File: config.mk
export PLATFORM = sky130hd
export DESIGN_NAME = mux_arb_reg_flat
export DESIGN_NICKNAME = d
export VERILOG_FILES = /design/src/rtl/mux_arb_reg_if.sv /design/src/rtl/mux_arb_reg.sv /design/src/flat_wrapper.sv
export SDC_FILE = /design/constraint.sdc
export NUM_CORES = 1
export LEC_CHECK = 0
export CAP_MARGIN = 0
export CELL_PAD_IN_SITES_DETAIL_PLACEMENT = 1
export CELL_PAD_IN_SITES_GLOBAL_PLACEMENT = 2
export CORE_MARGIN = 5
export CORE_UTILIZATION = 22
export CTS_CLUSTER_DIAMETER = 50
export DETAILED_ROUTE_END_ITERATION = 16
export PLACE_DENSITY = 0.89
export RECOVER_POWER = 50
export SYNTH_ARGS = -nofsm -noshare
export SYNTH_HDL_FRONTEND = slang
export SYNTH_SLANG_ARGS = --single-unit
File: constraint.sdc
create_clock -name clk -period 2.9 [get_ports clk]
set_input_delay 0.435 -clock clk [delete_from_list [all_inputs] [get_ports clk]]
set_output_delay 0.435 -clock clk [all_outputs]
set_load 0.02 [all_outputs]
File: src/rtl/mux_arb_reg_if.sv
// Handshake bundle for mux_arb_reg: N valid/ready input channels, select/mode controls,
// and one registered valid/ready output channel.
interface mux_arb_reg_if #(
  parameter int WIDTH    = 16,
  parameter int CHANNELS = 4
);
  localparam int SEL_W = (CHANNELS > 1) ? $clog2(CHANNELS) : 1;

  logic [CHANNELS*WIDTH-1:0] in_data;
  logic [CHANNELS-1:0]       in_valid;
  logic [CHANNELS-1:0]       in_ready;
  logic                      mode;
  logic [SEL_W-1:0]          sel;
  logic [WIDTH-1:0]          out_data;
  logic [SEL_W-1:0]          out_chan;
  logic                      out_valid;
  logic                      out_ready;

  modport master (
    output in_data, in_valid, mode, sel, out_ready,
    input  in_ready, out_data, out_chan, out_valid
  );

  modport slave (
    input  in_data, in_valid, mode, sel, out_ready,
    output in_ready, out_data, out_chan, out_valid
  );
endinterface

File: src/rtl/mux_arb_reg.sv
// N:1 registered mux, fixed-select or round-robin; 1-cycle latency, full throughput.
// Backpressure: in_ready drops to all-zero while the held output word is stalled.
module mux_arb_reg #(
  parameter int WIDTH    = 16,
  parameter int CHANNELS = 4
) (
  input  logic         clk,
  input  logic         rst_n,
  mux_arb_reg_if.slave bus
);
  localparam int SEL_W = (CHANNELS > 1) ? $clog2(CHANNELS) : 1;

  logic                 load_en;
  logic                 grant_vld;
  logic [SEL_W-1:0]     grant;
  logic                 xfer;
  logic [CHANNELS-1:0]  ready_vec;

  logic [WIDTH-1:0]     out_data_q, out_data_d;
  logic [SEL_W-1:0]     out_chan_q, out_chan_d;
  logic                 out_vld_q,  out_vld_d;
  logic [SEL_W-1:0]     rr_last_q,  rr_last_d;

  // An empty slot always accepts, so out_ready never reaches in_ready in that case.
  assign load_en = !out_vld_q | bus.out_ready;

  always_comb begin : grant_sel
    int idx;
    idx       = 0;
    grant     = '0;
    grant_vld = 1'b0;
    if (!bus.mode) begin
      grant     = bus.sel;
      grant_vld = (int'(bus.sel) < CHANNELS);
    end else begin
      // Walk the ring backwards so the last hit is the nearest channel after rr_last.
      for (int k = CHANNELS; k >= 1; k--) begin
        idx = int'(rr_last_q) + k;
        if (idx >= CHANNELS) idx = idx - CHANNELS;
        if (bus.in_valid[idx]) begin
          grant     = SEL_W'(idx);
          grant_vld = 1'b1;
        end
      end
    end
  end

  always_comb begin
    ready_vec = '0;
    if (grant_vld) ready_vec[grant] = load_en & rst_n;
  end

  assign xfer = grant_vld & load_en & bus.in_valid[grant];

  always_comb begin
    out_data_d = out_data_q;
    out_chan_d = out_chan_q;
    out_vld_d  = out_vld_q;
    rr_last_d  = rr_last_q;
    if (xfer) begin
      out_data_d = bus.in_data[int'(grant)*WIDTH +: WIDTH];
      out_chan_d = grant;
      out_vld_d  = 1'b1;
      if (bus.mode) rr_last_d = grant;
    end else if (bus.out_ready) begin
      out_vld_d = 1'b0;
    end
  end

  always_ff @(posedge clk or negedge rst_n) begin
    if (!rst_n) begin
      out_data_q <= '0;
      out_chan_q <= '0;
      out_vld_q  <= 1'b0;
      rr_last_q  <= SEL_W'(CHANNELS - 1);
    end else begin
      out_data_q <= out_data_d;
      out_chan_q <= out_chan_d;
      out_vld_q  <= out_vld_d;
      rr_last_q  <= rr_last_d;
    end
  end

  assign bus.in_ready  = ready_vec;
  assign bus.out_data  = out_data_q;
  assign bus.out_chan  = out_chan_q;
  assign bus.out_valid = out_vld_q;
endmodule

File: src/flat_wrapper.sv
// flat-port wrapper written by rule: the top's interface ports become plain ports
module mux_arb_reg_flat 
#(
  parameter int WIDTH    = 16,
  parameter int CHANNELS = 4
)
  (clk, rst_n, bus_in_data, bus_in_valid, bus_mode, bus_sel, bus_out_ready, bus_in_ready, bus_out_data, bus_out_chan, bus_out_valid);
  mux_arb_reg_if #(.WIDTH(WIDTH), .CHANNELS(CHANNELS)) bus_i ();
  input  logic clk;
  input  logic rst_n;
  input wire logic [$bits(bus_i.in_data)-1:0] bus_in_data;
  input wire logic [$bits(bus_i.in_valid)-1:0] bus_in_valid;
  input wire logic [$bits(bus_i.mode)-1:0] bus_mode;
  input wire logic [$bits(bus_i.sel)-1:0] bus_sel;
  input wire logic [$bits(bus_i.out_ready)-1:0] bus_out_ready;
  output wire logic [$bits(bus_i.in_ready)-1:0] bus_in_ready;
  output wire logic [$bits(bus_i.out_data)-1:0] bus_out_data;
  output wire logic [$bits(bus_i.out_chan)-1:0] bus_out_chan;
  output wire logic [$bits(bus_i.out_valid)-1:0] bus_out_valid;
  assign bus_i.in_data = bus_in_data;
  assign bus_i.in_valid = bus_in_valid;
  assign bus_i.mode = bus_mode;
  assign bus_i.sel = bus_sel;
  assign bus_i.out_ready = bus_out_ready;
  assign bus_in_ready = bus_i.in_ready;
  assign bus_out_data = bus_i.out_data;
  assign bus_out_chan = bus_i.out_chan;
  assign bus_out_valid = bus_i.out_valid;
  mux_arb_reg #(.WIDTH(WIDTH), .CHANNELS(CHANNELS)) u_core (.clk(clk), .rst_n(rst_n), .bus(bus_i));
endmodule
---- Word-level counts from Yosys, hierarchy flattened ----
Cells that the tools add are included.
storage, ports and cells
  register bits ........................... 21
  logic and storage cells ................. 69
  input port bits ......................... 74
  output and inout bits ................... 23
cells by class
  mux-type cells .......................... 37
  shifts and indexed selects .............. 1
  $lt $le $gt $ge ......................... 10
  add/subtract/negate cells ............... 8
  bitwise operators ....................... 5
  reduce and logical (&&, ||, !) cells .... 4
operator list
  cell                                                                            count
  32-bit two-way mux                                                              8
  32-bit by 4-bit >= comparator with 1-bit output (second input constant)         4
  32-bit by 4-bit less-than comparator with 1-bit output (second input constant)  4
  32-bit by 4-bit subtractor with 32-bit output (second input constant)           4
  64-bit by 7-bit variable part select with 16-bit output                         1
  1-bit two-way mux                                                               17
  1-bit binary-select mux with 2-bit select                                       5
  2-bit two-way mux                                                               5
  2-bit by 2-bit adder with 3-bit output (second input constant)                  2
  2-bit by 3-bit adder with 4-bit output (second input constant)                  1
  4-bit bitwise AND                                                               1
  4-bit two-way mux                                                               1
  2-bit by 1-bit adder with 3-bit output (second input constant)                  1
  1-bit bitwise AND                                                               3
  2-bit by 3-bit less-than comparator with 1-bit output (second input constant)   1
  1-bit demux with 2-bit select                                                   1
  2-bit by 1-bit >= comparator with 1-bit output (second input constant)          1
  2-bit AND reduction                                                             1
  2-bit nonzero test                                                              1
  1-bit logical AND                                                               1
  1-bit logical NOT                                                               1
  1-bit OR                                                                        1

---- Logic depth before layout (Yosys ltp) ----
  depth in word-level cells ............... 18
  mapped depth ............................ 9

---- Worst setup path before layout ----
Ideal clock, no wire load.
  path type ............................... flip-flop to flip-flop
  start point ............................. register u_core.rr_last_q[0]
  end point ............................... register u_core.out_data_q[8] (netlist: u_core.bus.out_data[8])
  required time ........................... 2.775 ns
  setup slack ............................. 0.503 ns
  stages on the path, launching flop included .. 9
  arrival time ............................ 2.272 ns
  cell sequence ........................... dfstp_2 > buf_6 > and2b_1 > o21ai_1 > nor2_2 > a311oi_2 > buf_6 > mux4_2 > mux2_4
on the way
  cells in the longest elaborated chain, start to end .. 15
  elaborated cells on any way between the ends .. 47
  classes of those cells .................. 8 x add/sub; 4 x order compare; 1 x shift; 32 x mux; 2 x bitwise
RTL lines
  what                                                                                    RTL line           RTL
  start, declared                                                                         mux_arb_reg.sv:22  logic [SEL_W-1:0] rr_last_q, rr_last_d;
  start signal, assigned                                                                  mux_arb_reg.sv:75  rr_last_q <= SEL_W'(CHANNELS - 1);
  start signal, assigned                                                                  mux_arb_reg.sv:80  rr_last_q <= rr_last_d;
  branches (longest 15 deep; another with 32-bit by 4-bit subtractor with 32-bit output)  --
  end signal, assigned                                                                    mux_arb_reg.sv:77  out_data_q <= out_data_d;
  end, declared                                                                           mux_arb_reg.sv:19  logic [WIDTH-1:0] out_data_q, out_data_d;
Parallel ways; which one is timed is not known. The select of a mux whose other input is x is not followed.
A chain may end at the register's enable or synchronous reset.

---- Final worst setup path ----
  start point ............................. input bus_in_valid[3]
  end point ............................... output bus_in_ready[1]
on the way
  cells in the longest elaborated chain, start to end .. 14
  elaborated cells on any way between the ends .. 29
  classes of those cells .................. 2 x order compare; 25 x mux; 1 x bitwise; 1 x reduce/logical
RTL lines
  what                                                                                                                                                  RTL line            RTL
  start, declared                                                                                                                                       flat_wrapper.sv:12  input wire logic [$bits(bus_i.in_valid)-1:0] bus_in_valid;
  1-bit binary-select mux with 2-bit select                                                                                                             mux_arb_reg.sv:40   if (bus.in_valid[idx]) begin
  1-bit two-way mux (implied by the code) (2 in a row)                                                                                                  mux_arb_reg.sv:40
  2-bit two-way mux (4 in a row)                                                                                                                        mux_arb_reg.sv:40
  2-bit two-way mux                                                                                                                                     mux_arb_reg.sv:32   if (!bus.mode) begin
  2-bit by 3-bit less-than comparator with 1-bit output (implied by the code) / 2-bit by 1-bit >= comparator with 1-bit output (equally long branches)  mux_arb_reg.sv:50   if (grant_vld) ready_vec[grant] = load_en & rst_n;
  1-bit logical AND (implied by the code)                                                                                                               mux_arb_reg.sv:50
  1-bit two-way mux (implied by the code)                                                                                                               mux_arb_reg.sv:50
  1-bit demux with 2-bit select                                                                                                                         --
  4-bit bitwise AND (no source line)                                                                                                                    --
  4-bit two-way mux *                                                                                                                                   mux_arb_reg.sv:50
  end, declared                                                                                                                                         flat_wrapper.sv:16  output wire logic [$bits(bus_i.in_ready)-1:0] bus_in_ready;
Mark *: on every way between the ends. The rest lies on a longest branch, timed or not. The select of a mux whose other input is x is not followed.

==> results.json <==
{
  "status": "complete, no violations",
  "grt.total_usage": 0.109,
  "clockRootBuffer": "clkbuf_8",
  "critical_path.top_delay_family": "buffers and inverters",
  "syn_avg_cell_area_sq_um": 13.3,
  "drt_wl_total_microns": 5150,
  "power_density_nw_per_um2": 730,
  "hpwl_microns": 4300,
  "worst_slew_pin_slew_ns": 1.08,
  "maxSlewViolCount": 0,
  "place.gp.congestion": 0.800,
  "arrival_ns": 2.32,
  "critical_path_class": "primary input to output pin",
  "die_area_sq_um": 8900,
  "rows": 30,
  "grt_pass1_wl_microns": 7560,
  "routed-via-count": 1442,
  "setup_viol": 0,
  "synth-async-reset-ratio": 1.00,
  "ir_worst_vdd_mv": 0.224,
  "synthCells": 118,
  "grt_pass1_vias": 1495,
  "crit_buf_inv": 2,
  "path_max_fanout": 8,
  "rsz0062_at_grt": "no",
  "cts_setup_buffers": 0,
  "numCtsBuffers": 3,
  "start_util": 0.228,
  "whs_ns": 0.494,
  "endpoint_kind": "output pin",
  "syn-num-nets": 192,
  "start_kind": "primary input",
  "wl_per_cell_microns": 16.0,
  "htreeDepth": 1,
  "rrSetupSlack_ns": 0.27,
  "clkTransAtPathRegs_ns": 0.07,
  "final_net_count": 301,
  "crit_chain": "clkdlybuf4s50_1 -> mux4_1 -> a21oi_1 -> a21oi_2 -> nand3_1 -> nor2_1 -> dlygate4sd2_1",
  "coreArea_sq_um": 6870,
  "min_path_type": "flip-flop to flip-flop",
  "synth_seq_area_share": 0.338,
  "drtIter0Drc": 20,
  "min_period_ns": 2.75,
  "grt_max_degree": 20,
  "crit_path_max_incr_delay_ns": 0.56,
  "clk_path_buf_depth": 2,
  "clk_latency_ns": 0.25,
  "p_leak_nw": 1.10,
  "syn-cell-area_sq_um": 1560,
  "cp_slowest_cell": "mux4_1",
  "antenna_found_initial": 0,
  "synth_cell_types": 36,
  "min_period_over_period": 0.949,
  "antenna_cells": 0,
  "finClkSkew_ns": 0.00171,
  "maxCapViolations": 0,
  "post-place-cells": 318,
  "drive_gt1_frac": 0.279,
  "cts.hold.buffers_added": 0,
  "synth_enable_flop_cells": 0,
  "ios": 97,
  "dr.pass1.iters": 4,
  "max_freq_mhz": 364,
  "required_ns": 2.47,
  "slew_headroom": 0.280,
  "synth-seq-cells": 21,
  "overflow": 0,
  "drc": 0,
  "final_cells": 322,
  "cts.sinks": 21,
  "cts_tree": "yes",
  "setup_tns_ns": 0,
  "yosysWarningCount": 0,
  "io_buffers": 96,
  "utilization": 0.400,
  "die_x_microns": 94.3,
  "via_per_inst": 4.48,
  "die_h_microns": 94.3,
  "syn2layout_area_growth_pct": 75.8,
  "finalHoldViolCount": 0,
  "synthFlopType": "dfrtp_1",
  "detail-route-antenna-nets": 0
}
-- path summary, 6_finish.rpt --
path / cells after the start / startpoint / to
setup reg to reg: 7 / u_core.rr_last_q[0] / u_core.bus.out_data[3]
max in group asynchronous: 2 / rst_n / u_core.bus.out_data[10]
hold reg to reg: 1 / u_core.bus.out_chan[1] / u_core.bus.out_chan[1]
min in group asynchronous: 1 / rst_n / u_core.rr_last_q[0]
hold / removal: 1 / u_core.bus.out_chan[1] / u_core.bus.out_chan[1]
setup / recovery: 7 / bus_in_valid[3] / bus_in_ready[1]
-- cell usage after synthesis, types with 2 or more instances --
cell,count,area [sq um]
and2b_4,2,20.0
mux2i_1,3,30.0
o21ai_0,4,20.0
a21oi_2,2,17.5
mux2_2,9,101
inv_1,4,15.0
dfrtp_1,19,475
buf_6,6,67.6
nand3_1,3,15.0
mux4_2,16,360
mux2_4,7,105
buf_4,2,15.0
dfstp_2,2,52.6
nor2_1,6,22.5
nand2_1,12,45.0
-- layout make-up --
class / count / area [sq um]
fillers: 753 / 4120
inverters: 5 / 18.8
clock buffers: 4 / 45.0
well taps: 96 / 120
multi-input cells: 84 / 952
flip-flops and latches: 21 / 528
repair buffers: 112 / 1080
-- kinds of logic (layout without fill, tap and decap cells) --
kind of cell	after synthesis	after routing	synth area share
AO/OA/AOI/OAI	19	19	0.102
AND/OR/NAND/NOR	29	29	0.0976
buffers and inverters	13	121	0.0648
flip-flops	21	21	0.338
multiplexers	36	36	0.398
-- per-layer routing --
layer,global-route usage,share of wire
met5,0,0
met4,0.0181,0.0049
met3,0.0296,0.10
met2,0.197,0.50
met1,0.129,0.39
-- cell usage in the layout, fill, tap and decap left out, types with 2 or more instances in the layout --
cell / netlist / final
nand3_1: 3 / 3
o21ai_0: 4 / 4
clkbuf_1: 0 / 2
mux2i_1: 3 / 3
mux2_2: 9 / 9
dfrtp_1: 19 / 19
dlygate4sd3_1: 0 / 12
inv_1: 4 / 4
dfstp_2: 2 / 2
nand2_1: 12 / 12
clkdlybuf4s50_1: 0 / 80
mux4_2: 16 / 16
clkbuf_8: 0 / 3
a21oi_2: 2 / 2
and2b_4: 2 / 2
dlygate4sd2_1: 0 / 4
mux2_4: 7 / 7
nor2_1: 6 / 6
buf_4: 2 / 14
-- worst register-to-register path: stages, from the launching register on --
cell and delay (ns):
dfstp_2 0.65, and2b_1 0.23, o21ai_1 0.09, nor2_2 0.08
a311oi_4 0.40, buf_4 0.29, mux4_2 0.51, mux2_2 0.27
-- per-stage QoR --
| stage | instance area (sq um) | worst slack [ns] | power (mW) |
|---|---|---|---|
| 2_1_floorplan | 1560 | 0.503 | 1.33 |
| 3_3_place_gp | 2710 | -0.0616 | 1.86 |
| 3_5_place_dp | 2710 | -0.128 | 1.88 |
| 4_1_cts | 2750 | 0.129 | 2.08 |
| 5_1_grt | 2750 | 0.0464 | 2.13 |
| 6_report | 2750 | 0.149 | 2.01 |
-- state kept, by name (all words and copies together) (netlist names) --
signal,flops
u_core.bus.out_data,16
u_core.bus.out_chan,2
u_core.rr_last_q,2
u_core.bus.out_valid,1
-- power by group --
group          internal (mW)  switching (mW)
sequential             0.454           0.107
clock                 0.0975          0.0899
combinational          0.713           0.545
-- what timing repair did --
item / CTS / global route
endpoints found under the setup margin: 4 / 0
gates resized for setup: 5 / 0
endpoints found under the hold margin: 0 / 0
No activity file was read; power rests on OpenSTA's default activity.
==> variant (same settings) <==
`out_data_q` no longer has a reset.
--- a/src/rtl/mux_arb_reg.sv
+++ b/src/rtl/mux_arb_reg.sv
@@ -69,16 +69,18 @@
 
   always_ff @(posedge clk or negedge rst_n) begin
     if (!rst_n) begin
-      out_data_q <= '0;
       out_chan_q <= '0;
       out_vld_q  <= 1'b0;
       rr_last_q  <= SEL_W'(CHANNELS - 1);
     end else begin
-      out_data_q <= out_data_d;
       out_chan_q <= out_chan_d;
       out_vld_q  <= out_vld_d;
       rr_last_q  <= rr_last_d;
     end
+  end
+
+  always_ff @(posedge clk) begin
+    out_data_q <= out_data_d;
   end
 
   assign bus.in_ready  = ready_vec;
Behaviour: not the same (a bounded check fails within 4 cycles, from zero or initial values and one cycle with rst_n low).
==> variant against the unedited design <==
  * Area after synthesis is 0.72% lower
  * Wire length is 3.8% higher
  * Worst hold slack got worse by 0.064 ns
  * Fmax rose by 2.3%
  * Total power decreased by 22%
  * Sequential cell count is the same
  * Final area decreased by 1.0%
  * Worst setup slack better by 0.061 ns
  * Critical path type unchanged
==> variant: results (changes against the unedited design) <==
[outcome]
status = finished, final reports clean

[logic_synthesis]
yosys_warnings = 0  ; unchanged
ys_async_sr_fraction_pct = 23.8  ; -76 points
netlist-cell-type-count = 31  ; -14%
net_count_of_the_mapped_netlist = 227  ; +18%
synth_common_cells = 21 x sky130_fd_sc_hd__a21oi_1, 18 x sky130_fd_sc_hd__mux2i_1, 17 x sky130_fd_sc_hd__nor2b_1
synth.yosys.seq_area_share_pct = 39.2  ; +5.4 points
yosys_most_used_dff = sky130_fd_sc_hd__edfxtp_1
synthTopCellsByArea = sky130_fd_sc_hd__edfxtp_1 31%, sky130_fd_sc_hd__mux2i_1 12%, sky130_fd_sc_hd__a211oi_1 7.7%, sky130_fd_sc_hd__nor2b_1 6.8%, sky130_fd_sc_hd__a21oi_1 6.8%
synth_enable_flop_cells = 16  ; +16

[grt]
grt_antenna_before_repair = 0  ; unchanged
grt_pass1_wl_um = 8450  ; +12%
track_usage_pct = 12.1  ; +1.3 points
grt_pass1_vias = 1649  ; +10%
grt_max_degree = 35  ; +75%

[clock_tree]
max-clock-path-buffers = 2  ; unchanged
cts_max_level = 1  ; unchanged
clock-root-buffer = sky130_fd_sc_hd__clkbuf_8
clkSlewWorstSetupHoldPaths_ns = 0.08
tritoncts.num_buffers = 3  ; unchanged
worst_skew_pair.late_latency_ns = 0.26

[layout]
largest_reg_flops = 16  ; unchanged
final_net_count = 333  ; +11%
final_layout_size_suffix_gt1_share_pct = 10.9  ; -17 points
antenna_cells = 0  ; unchanged
n_fill_cell = 806  ; +7.0%

[timing]
timing.clock.skew_ns = 0.00171  ; -0.00000234 ns
timing.setup.tns_ns = 0  ; unchanged
worst_max_slew_margin_expressed_relative_to_the_limit_pct = 53.9  ; +26 points

[drt]
postRouteWirelength_um = 5340  ; +3.8%
viasPerCell = 4.50  ; +0.55%
initial_drc_count = 22  ; +10%
postRouteAntennaNets = 0  ; unchanged
drtPass1Iterations = 4  ; unchanged

[power]
cellLeakagePower_uw = 0.00104  ; -5.5%
ir_drop_worst_case_vdd_mv = 0.309  ; +38%

[place]
place.gp.congestion = 0.824  ; +3.1%
port_buffers = 96  ; unchanged
detailed_place_hpwl_um = 4350  ; +1.1%

[hold_path]
hold_path_class = in -> async

[worst_setup_path]
crit_arrival_ns = 2.25  ; -0.07 ns
cp_max_fo = 8  ; unchanged

[variant: cell type report]
type | instances | share of cell area [%]
Sequential cell | 21 | 22.4
Clock buffer | 4 | 1.66
Inverter | 6 | 0.828
Tap cell | 96 | 4.42
Multi-Input combinational cell | 116 | 31.4
Timing Repair Buffer | 111 | 39.4
[variant: kinds of logic after synthesis]
group / after synthesis / synth area share [%]
compound gates: 54 / 26.1
simple gates: 44 / 16.4
flops: 21 / 39.2
mux: 18 / 11.6
buf+inv: 16 / 6.69
[variant: critical path, stage by stage]
cell and delay (ns):
sky130_fd_sc_hd__clkdlybuf4s50_1 0.60, sky130_fd_sc_hd__clkbuf_1 0.19, sky130_fd_sc_hd__nand3b_1 0.14, sky130_fd_sc_hd__nand2_1 0.10, sky130_fd_sc_hd__o221ai_4 0.25, sky130_fd_sc_hd__nand2_4 0.07, sky130_fd_sc_hd__nor2_1 0.12, sky130_fd_sc_hd__dlygate4sd2_1 0.34
[variant: layer usage]
layer / global-route usage, % / vias up / share of wire, %
met5: 0 / - / 0
li1: - / 792 / -
met3: 2.64 / 2 / 5.1
met2: 21.5 / 50 / 52
met1: 14.9 / 750 / 42
met4: 2.89 / 0 / 0.65
[variant: final timing paths]
kind / slack [ns] / from / cells past startpoint / endpoint
worst max-delay path: 0.21 / bus_in_valid[3] / 8 / bus_in_ready[1]
worst min-delay path: 0.43 / rst_n / 1 / u_core.bus.out_chan[1]$_DFFE_PN0P_
worst max register to register: 0.40 / u_core.rr_last_q[1]$_DFFE_PN1P_ / 8 / u_core.bus.out_data[13]$_DFFE_PP_
worst min register to register: 0.53 / u_core.bus.out_chan[0]$_DFFE_PN0P_ / 2 / u_core.bus.out_chan[0]$_DFFE_PN0P_
max in group asynchronous: 2.00 / rst_n / 2 / u_core.rr_last_q[0]$_DFFE_PN1P_
min in group clk: 0.53 / u_core.bus.out_chan[0]$_DFFE_PN0P_ / 2 / u_core.bus.out_chan[0]$_DFFE_PN0P_
[variant: repair_timing]
item	CTS	global route
setup buffers	0	0
endpoints found under the setup margin	4	0
gates resized for setup	5	0
[variant: per-stage QoR]
stage               cells  hold WS (ns)  utilization (%)  instance area [um^2]  setup slack [ns]
finish                354         0.430             39.8                  2720             0.210
global route          354         0.423             39.8                  2720            0.0446
CTS                   354         0.357             40.0                  2730             0.187
detailed placement    350         0.519             39.3                  2690           -0.0972
global placement      350         0.502             39.3                  2690           -0.0393
floorplan             153         0.139                -                  1550             0.587
[variant: report_power, final]
part | internal, uW | total, uW | switching [uW]
sequential | 464 | 506 | 42.0
clock | 98.0 | 198 | 99.9
combinational | 403 | 869 | 467
total | 964 | 1570 | 608
